==> config.mk <==
export PLATFORM = sky130hd
export DESIGN_NAME = wbu_pipe
export DESIGN_NICKNAME = d
export VERILOG_FILES = /design/src/rtl/wbu_pipe_pkg.sv /design/src/rtl/wbu_load_fmt.sv /design/src/rtl/wbu_pipe.sv
export SDC_FILE = /design/constraint.sdc
export NUM_CORES = 1
export LEC_CHECK = 0
export BUFFER_PORTS_ARGS = -buffer_cell sky130_fd_sc_hd__buf_2
export CAP_MARGIN = 20
export CORE_MARGIN = 2
export CORE_UTILIZATION = 45
export DETAILED_ROUTE_END_ITERATION = 12
export PLACE_DENSITY = 0.78
export SLEW_MARGIN = 20
export SYNTH_ARGS = -nofsm -noshare
export SYNTH_HDL_FRONTEND = slang
export SYNTH_SLANG_ARGS = --single-unit
==> constraint.sdc <==
create_clock -name clk -period 4.3 [get_ports clk]
set_input_delay 0.215 -clock clk [delete_from_list [all_inputs] [get_ports clk]]
set_output_delay 0.215 -clock clk [all_outputs]
set_load 0.01 [all_outputs]
==> src/rtl/wbu_pipe_pkg.sv <==
// rtl/wbu_pipe_pkg.sv - opcode and load funct3 constants shared by the write-back stage
package wbu_pipe_pkg;

  localparam logic [6:0] opcode_R       = 7'b0110011;
  localparam logic [6:0] opcode_I_lg    = 7'b0010011;
  localparam logic [6:0] opcode_I_ld    = 7'b0000011;
  localparam logic [6:0] opcode_U_lui   = 7'b0110111;
  localparam logic [6:0] opcode_U_auipc = 7'b0010111;
  localparam logic [6:0] opcode_J_jal   = 7'b1101111;
  localparam logic [6:0] opcode_J_jalr  = 7'b1100111;

  localparam logic [2:0] funct3_LB  = 3'b000;
  localparam logic [2:0] funct3_LH  = 3'b001;
  localparam logic [2:0] funct3_LW  = 3'b010;
  localparam logic [2:0] funct3_LD  = 3'b011;
  localparam logic [2:0] funct3_LBU = 3'b100;
  localparam logic [2:0] funct3_LHU = 3'b101;
  localparam logic [2:0] funct3_LWU = 3'b110;

  function automatic logic opcode_writes_rd(input logic [6:0] opcode);
    logic wen;
    case (opcode)
      opcode_R, opcode_I_lg, opcode_I_ld, opcode_U_lui,
      opcode_U_auipc, opcode_J_jal, opcode_J_jalr: wen = 1'b1;
      default: wen = 1'b0;
    endcase
    return wen;
  endfunction

endpackage

==> src/rtl/wbu_load_fmt.sv <==
// rtl/wbu_load_fmt.sv - combinational load lane select, extension and alignment check
module wbu_load_fmt
  import wbu_pipe_pkg::*;
#(
  parameter int XLEN = 32
) (
  input  logic [2:0]      funct3,
  input  logic [2:0]      addr,
  input  logic [XLEN-1:0] raw,
  output logic [XLEN-1:0] data,
  output logic            err
);

  localparam bit IS64 = (XLEN == 64);

  logic [2:0]      byte_off;
  logic [XLEN-1:0] lane;

  // One byte shifter serves every size; aligned accesses land at bit 0.
  always_comb begin
    byte_off = IS64 ? addr : {1'b0, addr[1:0]};
    lane     = raw >> {byte_off, 3'b000};
    data     = '0;
    err      = 1'b0;
    case (funct3)
      funct3_LB:  data = XLEN'($signed(lane[7:0]));
      funct3_LBU: data = XLEN'(lane[7:0]);
      funct3_LH: begin
        data = XLEN'($signed(lane[15:0]));
        err  = addr[0];
      end
      funct3_LHU: begin
        data = XLEN'(lane[15:0]);
        err  = addr[0];
      end
      funct3_LW: begin
        data = XLEN'($signed(lane[31:0]));
        err  = |addr[1:0];
      end
      funct3_LWU: begin
        data = XLEN'(lane[31:0]);
        err  = !IS64 || (|addr[1:0]);
      end
      funct3_LD: begin
        data = lane;
        err  = !IS64 || (|addr);
      end
      default: err = 1'b1;
    endcase
  end

endmodule

==> src/rtl/wbu_pipe.sv <==
// rtl/wbu_pipe.sv - buffered write-back stage with hazard lookup
// Optional retire counter port enabled by WBU_RETIRE_CNT_EN.
module wbu_pipe
  import wbu_pipe_pkg::*;
#(
  parameter int XLEN  = 32,
  parameter int RF_AW = 5,
  parameter int DEPTH = 2
) (
  input  logic             clk,
  input  logic             rst,
  input  logic             in_valid,
  output logic             in_ready,
  input  logic [6:0]       in_opcode,
  input  logic [2:0]       in_funct3,
  input  logic [RF_AW-1:0] in_rd,
  input  logic [XLEN-1:0]  in_alu_out,
  input  logic [XLEN-1:0]  in_load_raw,
  input  logic             wb_hold,
  output logic             rf_wr_en,
  output logic [RF_AW-1:0] rf_rd,
  output logic [XLEN-1:0]  rf_data,
  output logic             wb_err,
  input  logic [RF_AW-1:0] q_rs,
  output logic             q_pending
`ifdef WBU_RETIRE_CNT_EN
  ,
  output logic [63:0]      retire_cnt
`endif
);

  localparam int PW = $clog2(DEPTH);
  localparam int CW = $clog2(DEPTH + 1);

  logic             ent_wen_q  [DEPTH];
  logic             ent_wen_d  [DEPTH];
  logic             ent_err_q  [DEPTH];
  logic             ent_err_d  [DEPTH];
  logic [RF_AW-1:0] ent_rd_q   [DEPTH];
  logic [RF_AW-1:0] ent_rd_d   [DEPTH];
  logic [XLEN-1:0]  ent_data_q [DEPTH];
  logic [XLEN-1:0]  ent_data_d [DEPTH];

  logic [PW-1:0]    wr_ptr_q, wr_ptr_d, rd_ptr_q, rd_ptr_d, slot_off;
  logic [CW-1:0]    count_q, count_d;
  logic             rf_wr_en_q, rf_wr_en_d, wb_err_q, wb_err_d;
  logic [RF_AW-1:0] rf_rd_q, rf_rd_d;
  logic [XLEN-1:0]  rf_data_q, rf_data_d;

  logic             push, pop, is_load, fmt_err, push_err, push_wen;
  logic [XLEN-1:0]  fmt_data, push_data;

  wbu_load_fmt #(.XLEN(XLEN)) u_load_fmt (
    .funct3 (in_funct3),
    .addr   (in_alu_out[2:0]),
    .raw    (in_load_raw),
    .data   (fmt_data),
    .err    (fmt_err)
  );

  assign in_ready = (count_q < CW'(DEPTH));
  assign push     = in_valid && in_ready;
  assign pop      = (count_q != '0) && !wb_hold;

  // Entries are fully decoded at push so the pop side is a plain register load.
  always_comb begin
    is_load   = (in_opcode == opcode_I_ld);
    push_err  = is_load && fmt_err;
    push_wen  = opcode_writes_rd(in_opcode) && (in_rd != '0) && !push_err;
    push_data = is_load ? fmt_data : in_alu_out;
  end

  always_comb begin
    ent_wen_d  = ent_wen_q;
    ent_err_d  = ent_err_q;
    ent_rd_d   = ent_rd_q;
    ent_data_d = ent_data_q;
    wr_ptr_d   = wr_ptr_q;
    rd_ptr_d   = rd_ptr_q;
    count_d    = count_q + CW'(push) - CW'(pop);
    rf_wr_en_d = 1'b0;
    wb_err_d   = 1'b0;
    rf_rd_d    = rf_rd_q;
    rf_data_d  = rf_data_q;
    if (push) begin
      ent_wen_d[wr_ptr_q]  = push_wen;
      ent_err_d[wr_ptr_q]  = push_err;
      ent_rd_d[wr_ptr_q]   = in_rd;
      ent_data_d[wr_ptr_q] = push_data;
      wr_ptr_d             = wr_ptr_q + 1'b1;
    end
    if (pop) begin
      rf_wr_en_d = ent_wen_q[rd_ptr_q];
      wb_err_d   = ent_err_q[rd_ptr_q];
      rf_rd_d    = ent_rd_q[rd_ptr_q];
      rf_data_d  = ent_data_q[rd_ptr_q];
      rd_ptr_d   = rd_ptr_q + 1'b1;
    end
  end

  always_ff @(posedge clk) begin
    if (rst) begin
      wr_ptr_q   <= '0;
      rd_ptr_q   <= '0;
      count_q    <= '0;
      rf_wr_en_q <= 1'b0;
      wb_err_q   <= 1'b0;
      rf_rd_q    <= '0;
      rf_data_q  <= '0;
    end else begin
      wr_ptr_q   <= wr_ptr_d;
      rd_ptr_q   <= rd_ptr_d;
      count_q    <= count_d;
      rf_wr_en_q <= rf_wr_en_d;
      wb_err_q   <= wb_err_d;
      rf_rd_q    <= rf_rd_d;
      rf_data_q  <= rf_data_d;
    end
  end

  // Payload needs no reset: occupancy alone decides which slots are live.
  always_ff @(posedge clk) begin
    ent_wen_q  <= ent_wen_d;
    ent_err_q  <= ent_err_d;
    ent_rd_q   <= ent_rd_d;
    ent_data_q <= ent_data_d;
  end

  always_comb begin
    slot_off  = '0;
    q_pending = rf_wr_en_q && (rf_rd_q == q_rs);
    for (int i = 0; i < DEPTH; i++) begin
      slot_off = PW'(i) - rd_ptr_q;
      if ((CW'(slot_off) < count_q) && ent_wen_q[i] && (ent_rd_q[i] == q_rs))
        q_pending = 1'b1;
    end
    if (q_rs == '0)
      q_pending = 1'b0;
  end

  assign rf_wr_en = rf_wr_en_q;
  assign wb_err   = wb_err_q;
  assign rf_rd    = rf_rd_q;
  assign rf_data  = rf_data_q;

`ifdef WBU_RETIRE_CNT_EN
  logic [63:0] retire_cnt_q, retire_cnt_d;

  always_comb retire_cnt_d = retire_cnt_q + 64'(pop);

  always_ff @(posedge clk) begin
    if (rst) retire_cnt_q <= '0;
    else     retire_cnt_q <= retire_cnt_d;
  end

  assign retire_cnt = retire_cnt_q;
`endif

endmodule
==> results.py, run 1 <==
metrics = {
    "synthesis": {
        "synth_cells": 478,
        "yosys_warnings": 0,
        "synth-edff-count": 78,
        "syn_avg_cell_area_sq_um": 11.6,
        "synth.area.top_cells": "edfxtp_1 42%, dfxtp_1 16%, mux2i_1 10%, a211oi_1 5.0%, nor2_1 3.7%",
        "async_reset_ff_frac": 0,
        "ys_ff_latch": 121,
        "ys_seq_area_frac": 0.579,
        "netlist-cell-type-count": 44,
        "yosysTopAreaCellShare": 0.423,
        "yosysTopAreaCell": "edfxtp_1",
        "mappedNetlistNets": 568,
        "synth_ff_type": "edfxtp_1",
        "syn-cell-area_sq_mm": 0.00554,
    },
    "floorplan": {
        "start_util": 0.461,
        "rows": 40,
        "ios": 129,
        "dieArea_sq_mm": 0.0132,
        "die-width_microns": 115,
        "core_sq_mm": 0.0120,
        "die_h_microns": 115,
    },
    "sta": {
        "setup_viol": 0,
        "worst_pin_slew_ns": 0.973,
        "fmax_mhz": 457,
        "min_period_ns": 2.19,
        "finalHoldViolCount": 0,
        "skew_ns": 0.00723,
        "relSlewSlack": 0.351,
        "fin_crit_sh": 0.509,
        "fin_setup_tns_ns": 0,
        "rsz0062_at_grt": "no",
        "slew_viol_final": 0,
        "hold-worst-slack_ns": 0.0197,
    },
    "critical_path": {
        "cp_max_fo": 2,
        "critical_path_class": "reg -> out",
        "slowest_stage": "or4_1",
        "critical-path-top-delay-family": "simple AND/OR/NAND/NOR gates",
        "r2r_start": "count_q[1]$_SDFF_PP0_",
        "worstPathArrival_ns": 1.97,
        "cp-end-kind": "output port",
        "critical_path.cell_chain": "xnor2_1 > nand4_1 > or4_1 > a21oi_1 > buf_2",
        "startpoint_type": "flop",
        "cp_num_buf_inv": 1,
        "crit_path_start": "ent_rd_q[2]$_DFFE_PP_",
        "cpPeakStageDelay_ns": 0.51,
        "crit_required_ns": 4.09,
    },
    "route": {
        "antenna_left": 0,
        "avgRoutedWirePerCell_microns": 17.6,
        "vias": 4204,
        "first_pass_iters": 5,
        "drc_errors": 0,
        "first_iter_violations": 242,
        "wl_microns": 13300,
        "vias_per_cell": 5.55,
    },
    "global_routing": {
        "antenna_found_initial": 1,
        "grt_pass1_vias": 4141,
        "grt_max_degree": 76,
        "groute.usage.overall": 0.210,
        "grt_pass1_wl_microns": 21100,
        "global_route.overflow_total": 0,
    },
    "clock_tree": {
        "clk_latency_ns": 0.41,
        "htree_levels": 4,
        "cts-buffers-inserted": 17,
        "post-cts-setup-buffers": 0,
        "clk_pin_slew_ns": 0.05,
        "clockRootBuffer": "clkbuf_16",
        "cts_sinks": 121,
        "clock_path_buffers": 2,
        "cts_tree": "done",
    },
    "placed_design": {
        "port_buffers": 128,
        "hpwl_microns": 9510,
        "gp_congestion": 0.892,
        "dpl.cell_count": 722,
    },
    "job": {
        "maxCapViolations": 0,
    },
    "pwr": {
        "leakage_nw": 2.73,
        "p_per_area_mw_per_mm2": 582,
        "peakVddDrop_uv": 224,
    },
    "final_layout": {
        "num-nets-final": 687,
        "drive_above_1_share": 0.293,
        "finalNonFillerCells": 758,
        "syn_to_final_growth_pct": 24.9,
    },
    "status": {
        "outcome": "finished clean",
    },
    "min_path": {
        "hold_path_class": "in -> reg",
        "hp-start": "in_rd[1]",
    },
}
per-stage QoR:
step           worst slack (ns)   util  total power, W  instance area [sq um]
2_1_floorplan              1.63      -         0.00221                   5540
3_3_place_gp               2.06  0.519         0.00249                   6230
3_5_place_dp               2.02  0.519         0.00252                   6230
4_1_cts                    2.12  0.572         0.00403                   6870
5_1_grt                    2.00  0.575         0.00420                   6910
6_report                   2.11  0.576         0.00402                   6910
worst paths after layout:
path,slack [ns],cells past startpoint,endpoint
worst min register to register,0.49,2,rf_data[19]$_SDFFE_PP0P_
worst max-delay path,2.11,5,q_pending
worst min-delay path,0.02,1,ent_rd_q[6]$_DFFE_PP_
worst max register to register,2.60,2,ent_data_q[6]$_DFFE_PP_
layout by cell type, fill, tap and decap left out, drive strengths merged, types with 8 or more instances in the layout:
master	n
edfxtp	78
xnor2	10
xor2	9
dfxtp	43
a21oi	26
clkbuf	18
a22oi	8
mux2i	58
nand2	42
nor2	54
o21ai	24
a211oi	37
clkinv	9
buf	131
worst register-to-register path, stage by stage (launching register included):
cell and delay (ns):
dfxtp_1 0.33, inv_1 0.11, and3_2 0.85
layout make-up:
class / count / area (sq um)
repair buffers: 133 / 703
fillers: 984 / 5100
clock inverters: 14 / 204
diodes: 1 / 2.50
inverters: 5 / 20.0
clock buffers: 18 / 429
well taps: 147 / 184
multi-input cells: 319 / 2170
flip-flops and latches: 121 / 3200
routing by layer:
metal  global-route usage  wire length, microns  up-vias
met5                    0                     0        -
met4               0.0739                   269        0
met3               0.0659                  1130       22
met2                0.335                  6370      192
met1                0.273                  5550     1964
li1                     -                     -     2026
sequential cells by signal, summed over array words and instances, names as in the netlist:
name,flops
wb_err,1
rd_ptr_q,1
rf_wr_en,1
ent_err_q,2
ent_data_q,64
rf_data,32
rf_rd,5
count_q,2
wr_ptr_q,1
ent_wen_q,2
ent_rd_q,10
power by group:
part	switching, W	total [W]	internal (W)
Sequential	0.000120	0.00163	0.00151
Clock	0.000489	0.00151	0.00102
Combinational	0.000515	0.000886	0.000371
Total	0.00112	0.00402	0.00290
kinds of logic (layout without fill, tap and decap cells):
kind of cell,Yosys count,after routing,share of synthesized area
DFF,121,121,0.579
and+or+nand+nor,131,131,0.113
xor gates and xnor gates,19,19,0.0301
muxes,66,66,0.123
buffers and inverters,38,170,0.0330
adders and majority gates,2,2,0.00452
other,0,1,0
AOI/OAI and AO/OA,101,101,0.118
synth_stat cells, drive strengths merged, types with 2 or more instances:
cell type	number
or2	2
nor3	3
or4	5
mux2	7
a21oi	26
a22oi	8
mux2i	58
buf	16
nor3b	7
xor2	9
nand3b	2
inv	4
dfxtp	43
nand2	42
nand4	2
or3	2
nor2b	2
nor4	6
a211oi	37
xnor2	10
o21ai	24
ha	2
clkbuf	17
edfxtp	78
nor2	54
and3	2
what timing repair did:
item	in CTS	in global routing
gates resized for setup	0	0
endpoints found under the hold margin	2	2
hold buffers	1	1
endpoints found under the setup margin	0	0
Note: power is estimated with default switching activity, not from simulation.
==> inputs of run 2 (changes only) <==
- clock period: 4.3 -> 2.2 ns (I/O delays scaled with it)
==> run 2 against run 1 <==
  * Non-clock buffer count up 9
  * Clock power up 65%
  * Sequential power up 96%
  * Final cell count up 1.1%
  * Global-route usage up 0.53 points
  * Critical path depth unchanged
  * Routed wire length up 1.3%
  * Combinational power up 95%
  * Via count up 0.33%
  * Core utilization down 0.29 points
  * First-iteration DRC count up 75%
  * Clock-buffer cell count up 5
==> results.py, run 2 (synthesis gave the netlist of run 1 again) <==
metrics = {
    "sta": {
        "worst_pin_slew_ns": 0.832,
        "relSlewSlack": 0.445,
        "slew_viol_final": 0,
        "min_period_ns": 2.00,
        "finalHoldViolCount": 0,
        "hold-worst-slack_ns": 0.0223,
        "skew_ns": 0.0108,
        "fin_crit_sh": 0.910,
        "setup_viol": 0,
        "fmax_mhz": 500,
        "fin_setup_tns_ns": 0,
        "rsz0062_at_grt": "no",
    },
    "clock_tree": {
        "clock_path_buffers": 2,
        "cts_sinks": 121,
        "clockRootBuffer": "clkbuf_16",
        "cts-buffers-inserted": 17,
        "post-cts-setup-buffers": 0,
        "cts_tree": "done",
        "clk_latency_ns": 0.41,
        "clk_pin_slew_ns": 0.05,
        "htree_levels": 4,
    },
    "critical_path": {
        "cp_max_fo": 2,
        "startpoint_type": "flop",
        "slowest_stage": "or4_1",
        "critical_path.cell_chain": "xnor2_1 > nand4_1 > or4_1 > a21oi_1 > buf_2",
        "crit_required_ns": 2.09,
        "reg2reg_depth": 5,
        "r2r_start": "count_q[0]$_SDFF_PP0_",
        "r2r-end": "rf_data[15]$_SDFFE_PP0P_",
        "reg2reg_slack_ns": 0.50,
        "cpPeakStageDelay_ns": 0.50,
        "setup.worst_path.end": "q_pending",
        "cp-end-kind": "output port",
        "crit_path_start": "ent_rd_q[0]$_DFFE_PP_",
        "worstPathArrival_ns": 1.89,
        "critical_path_class": "reg -> out",
    },
    "final_layout": {
        "fin_area_sq_mm": 0.00688,
        "drive_above_1_share": 0.294,
        "final_common_cell": "buf_2",
        "largest_reg_flops": 64,
        "num-nets-final": 696,
        "largest-register": "ent_data_q",
        "syn_to_final_growth_pct": 24.3,
        "mostFrequentLayoutCells": "128 x buf_2, 78 x edfxtp_1, 58 x mux2i_1",
        "diodes": 0,
        "nFillCells": 965,
    },
    "global_routing": {
        "grt_max_degree": 76,
        "antenna_found_initial": 0,
        "groute.usage.overall": 0.215,
        "global_route.overflow_total": 0,
        "grt_pass1_vias": 4154,
        "grt_pass1_wl_microns": 21400,
    },
    "pwr": {
        "leakage_nw": 2.72,
        "p_per_area_mw_per_mm2": 1080,
        "peakVddDrop_uv": 397,
    },
    "floorplan": {
        "die_h_microns": 115,
        "dieArea_sq_mm": 0.0132,
        "start_util": 0.461,
        "core_sq_mm": 0.0120,
        "ios": 129,
        "rows": 40,
        "die-width_microns": 115,
    },
    "placed_design": {
        "hpwl_microns": 9870,
        "port_buffers": 128,
        "gp_congestion": 0.961,
        "dpl_cell_area_sq_mm": 0.00627,
    },
    "route": {
        "vias": 4218,
        "first_pass_iters": 5,
        "avgRoutedWirePerCell_microns": 17.6,
        "first_iter_violations": 423,
        "vias_per_cell": 5.51,
        "wl_microns": 13500,
        "drc_errors": 0,
        "antenna_left": 0,
    },
    "job": {
        "maxCapViolations": 0,
    },
    "min_path": {
        "hold_path_class": "in -> reg",
        "hp-start": "in_alu_out[7]",
    },
    "status": {
        "outcome": "finished clean",
    },
}
run 2: cell types whose count changed in the layout (fill, tap and decap cells not counted), moves of 2 or more:
cell           delta
buf_4             +6
bufinv_16         -4
dlygate4sd3_1     +4
clkinv_4          -2
clkbuf_8          +2
clkbuf_1          +3
run 2: routing by layer:
metal	part of all wire	vias to the layer above	track usage
met3	0.079	26	0.0532
met5	0	-	0
li1	-	2029	-
met1	0.41	1977	0.271
met2	0.49	186	0.349
met4	0.024	0	0.106
run 2: timing repair:
action	in CTS	in global routing
resized for setup	0	0
hold buffers	6	0
endpoints found under the hold margin	12	0
run 2: through the flow:
step	std cells	power, W	util	worst slack [ns]
2_1_floorplan	478	0.00432	-	0.157
3_3_place_gp	728	0.00488	0.522	0.343
3_5_place_dp	728	0.00495	0.522	0.331
4_1_cts	766	0.00747	0.573	0.174
5_1_grt	766	0.00778	0.573	0.0606
6_report	766	0.00741	0.573	0.199
run 2: worst max-delay path: cells and delay by family (launching register included):
| kind | cells | cell delay, ns |
|---|---|---|
| xor+xnor | 1 | 0.18 |
| flops | 1 | 0.40 |
| simple gates | 2 | 0.61 |
| buf+inv | 1 | 0.15 |
| compound gates | 1 | 0.15 |
run 2: worst min-delay path by stage:
| stage | end | slack [ns] | cells after the start |
|---|---|---|---|
| final | ent_data_q[7]$_DFFE_PP_ | 0.02 | 3 |
| after global placement | ent_rd_q[4]$_DFFE_PP_ | 0.31 | 1 |
| after global routing | ent_data_q[17]$_DFFE_PP_ | 0.04 | 3 |
| after detailed placement | ent_rd_q[9]$_DFFE_PP_ | 0.31 | 1 |
| after CTS | ent_data_q[7]$_DFFE_PP_ | 0.007 | 3 |
| after floorplan | rf_wr_en$_SDFF_PP0_ | 0.19 | 1 |
run 2: power breakdown:
part           switching (W)  leakage [nW]  internal (W)  total (W)
combinational        0.00101          1.37      0.000723    0.00173
clock               0.000900         0.266       0.00159    0.00249
sequential          0.000240          1.08       0.00295    0.00319
run 2: layout make-up:
cell class	count	area (sq um)	share of cell area
clock buffer	23	468	0.0680
clock inverter	9	75.1	0.0109
inverter	5	20.0	0.00291
multi-input combinational	319	2170	0.315
sequential	121	3200	0.466
tap	147	184	0.0267
timing repair buffer	142	761	0.111
==> inputs of run 3 (changes only) <==
- ABC_AREA: not set -> 1
- PLACE_DENSITY: 0.78 -> 0.8
==> run 3 against run 2 <==
  * Sequential cell count is the same
  * Clock power shrank 2%
  * Sequential power is essentially flat
  * Via count grew 23%
  * Die area grew 5.9%
  * Final area grew 4.4%
==> results.py, run 3 <==
metrics = {
    "status": {
        "outcome": "finished clean",
    },
    "route": {
        "first_iter_violations": 443,
        "avgRoutedWirePerCell_microns": 15.3,
        "drc_errors": 0,
        "vias_per_cell": 5.21,
        "wl_microns": 15200,
        "antenna_left": 0,
        "first_pass_iters": 5,
        "vias": 5170,
    },
    "synthesis": {
        "synth_cells": 685,
        "syn_avg_cell_area_sq_um": 8.57,
        "yosysTopAreaCellShare": 0.399,
        "synth_ff_type": "edfxtp_1",
        "yosys_warnings": 0,
        "synth.area.top_cells": "edfxtp_1 40%, nand2_1 17%, dfxtp_1 15%, a311oi_1 5.5%, nor2_1 3.6%",
        "yosysTopAreaCell": "edfxtp_1",
        "async_reset_ff_frac": 0,
        "synth.most_common_cell": "nand2_1",
        "ys_seq_area_frac": 0.545,
        "syn-cell-area_sq_mm": 0.00587,
        "ys_top_cells_by_count": "265 x nand2_1, 78 x edfxtp_1, 56 x nor2_1, 43 x dfxtp_1, 40 x inv_1",
        "netlist-cell-type-count": 31,
        "synth-edff-count": 78,
        "ys_ff_latch": 121,
        "mappedNetlistNets": 775,
    },
    "clock_tree": {
        "clk_pin_slew_ns": 0.05,
        "htree_levels": 4,
        "post-cts-setup-buffers": 0,
        "clock_path_buffers": 2,
        "cts_sinks": 121,
        "cts-buffers-inserted": 17,
        "clk_latency_ns": 0.41,
        "ctsHoldBuffers": 6,
        "post_cts_resized": 0,
        "cts_tree": "done",
        "clockRootBuffer": "clkbuf_16",
    },
    "placed_design": {
        "place_ws_ns": 0.404,
        "hpwl_microns": 10700,
        "gp_congestion": 0.931,
        "port_buffers": 128,
    },
    "critical_path": {
        "crit_required_ns": 2.45,
        "critical_path.cell_chain": "inv_1 > nand2_1 > ha_1 > inv_1 > ha_1 > xor2_1 > nand2_1 > nor3b_1",
        "startpoint_type": "flop",
        "reg2reg_depth": 8,
        "r2r-end": "count_q[1]$_SDFF_PP0_",
        "critical_path_class": "reg -> reg",
        "cp_num_buf_inv": 2,
        "worstPathArrival_ns": 2.07,
        "cp-end-kind": "flop",
        "reg2reg_slack_ns": 0.38,
        "cpPeakStageDelay_ns": 0.35,
        "cp_max_fo": 5,
        "critical-path-top-delay-family": "adder cells",
        "r2r_start": "count_q[1]$_SDFF_PP0_",
        "slowest_stage": "ha_1",
    },
    "floorplan": {
        "start_util": 0.464,
        "dieArea_sq_mm": 0.0140,
        "rows": 41,
        "core_sq_mm": 0.0127,
        "die_h_microns": 118,
        "die-width_microns": 118,
        "ios": 129,
    },
    "global_routing": {
        "groute.usage.overall": 0.217,
        "global_route.overflow_total": 0,
        "grt_pass1_wl_microns": 24000,
        "grt_pass1_vias": 4655,
        "grt_max_degree": 48,
        "grt_use_met1": 0.289,
        "grt_use_met3": 0.0420,
        "busiest_layer": "met2",
        "antenna_found_initial": 0,
        "met2_usage": 0.350,
    },
    "min_path": {
        "hold_path_class": "in -> reg",
        "hold_depth": 3,
        "hold_end": "ent_data_q[12]$_DFFE_PP_",
        "hp-start": "in_alu_out[12]",
    },
    "sta": {
        "skew_ns": 0.00848,
        "setup_viol": 0,
        "rsz0062_at_grt": "no",
        "fmax_mhz": 548,
        "fin_crit_sh": 0.829,
        "slew_viol_final": 0,
        "setup_ws_ns": 0.376,
        "relSlewSlack": 0.387,
        "fin_setup_tns_ns": 0,
        "worst_pin_slew_ns": 0.918,
        "finalHoldViolCount": 0,
        "min_period_ns": 1.82,
    },
    "final_layout": {
        "largest_reg_flops": 64,
        "largest-register": "ent_data_q",
        "utilization": 0.567,
        "final_common_cell": "nand2_1",
        "nFillCells": 1129,
        "num-nets-final": 897,
        "mostFrequentLayoutCells": "265 x nand2_1, 128 x buf_2, 78 x edfxtp_1",
        "diodes": 0,
        "syn_to_final_growth_pct": 22.3,
        "drive_above_1_share": 0.218,
    },
    "pwr": {
        "p_per_area_mw_per_mm2": 1040,
        "leakage_nw": 3.28,
        "peakVddDrop_uv": 680,
    },
    "job": {
        "maxCapViolations": 0,
    },
}
-- run 3: cells by family (layout without fill, tap and decap cells) --
logic type | after synthesis | after routing | synth area share
AND/OR/NAND/NOR | 379 | 379 | 0.268
flip-flops | 121 | 121 | 0.545
AO/OA/AOI/OAI | 93 | 93 | 0.107
buffers and inverters | 85 | 220 | 0.0686
XOR/XNOR | 5 | 5 | 0.00746
adder cells (fa/ha/maj) | 2 | 2 | 0.00426
-- run 3: how the worst max path moves through the flow --
stage | from | to | slack, ns | cells past startpoint
after global routing | count_q[1]$_SDFF_PP0_ | rf_data[13]$_SDFFE_PP0P_ | 0.19 | 6
after global placement | in_opcode[1] | ent_data_q[21]$_DFFE_PP_ | 0.47 | 7
after CTS | count_q[1]$_SDFF_PP0_ | count_q[1]$_SDFF_PP0_ | 0.39 | 8
final | count_q[1]$_SDFF_PP0_ | count_q[1]$_SDFF_PP0_ | 0.38 | 8
after detailed placement | in_opcode[1] | ent_data_q[26]$_DFFE_PP_ | 0.40 | 7
after floorplan | count_q[1]$_SDFF_PP0_ | ent_data_q[0]$_DFFE_PP_ | 0.15 | 3
-- run 3: worst reg2reg max path, cell delays in order (launching register included) --
cell and delay [ns]:
dfxtp_1 0.33, inv_1 0.17, nand2_1 0.20, ha_1 0.35, inv_1 0.06, ha_1 0.16
xor2_1 0.21, nand2_1 0.07, nor3b_1 0.14
-- run 3: final cells by class --
type                    count  area [sq um]  share of cell area
clock buffers              21           440              0.0613
clock inverters            11          81.3              0.0113
inverters                  44           165              0.0230
multi-input cells         479          2290               0.319
flip-flops and latches    121          3200               0.446
well taps                 172           215              0.0300
repair buffers            144           788               0.110
-- run 3: layer usage --
metal | wire length [microns] | vias to the layer above
li1 | - | 2556
met1 | 6570 | 2338
met2 | 7180 | 243
met3 | 1100 | 33
met4 | 370 | 0
met5 | 0 | -
-- run 3: per-stage QoR --
step | instance area (sq um) | hold slack (ns) | instances | total power [W]
final | 7180 | 0.00891 | 992 | 0.00746
after global routing | 7180 | 0.0190 | 992 | 0.00783
after CTS | 7180 | 0.00179 | 992 | 0.00748
after detailed placement | 6600 | 0.318 | 954 | 0.00504
after global placement | 6600 | 0.314 | 954 | 0.00498
after floorplan | 5880 | 0.209 | 685 | 0.00437
-- run 3: report_power, final --
part	switching, W	internal, W	leakage (nW)
clock network	0.000926	0.00152	0.253
logic	0.00119	0.000650	1.95
registers	0.000238	0.00293	1.08
total	0.00235	0.00511	3.28
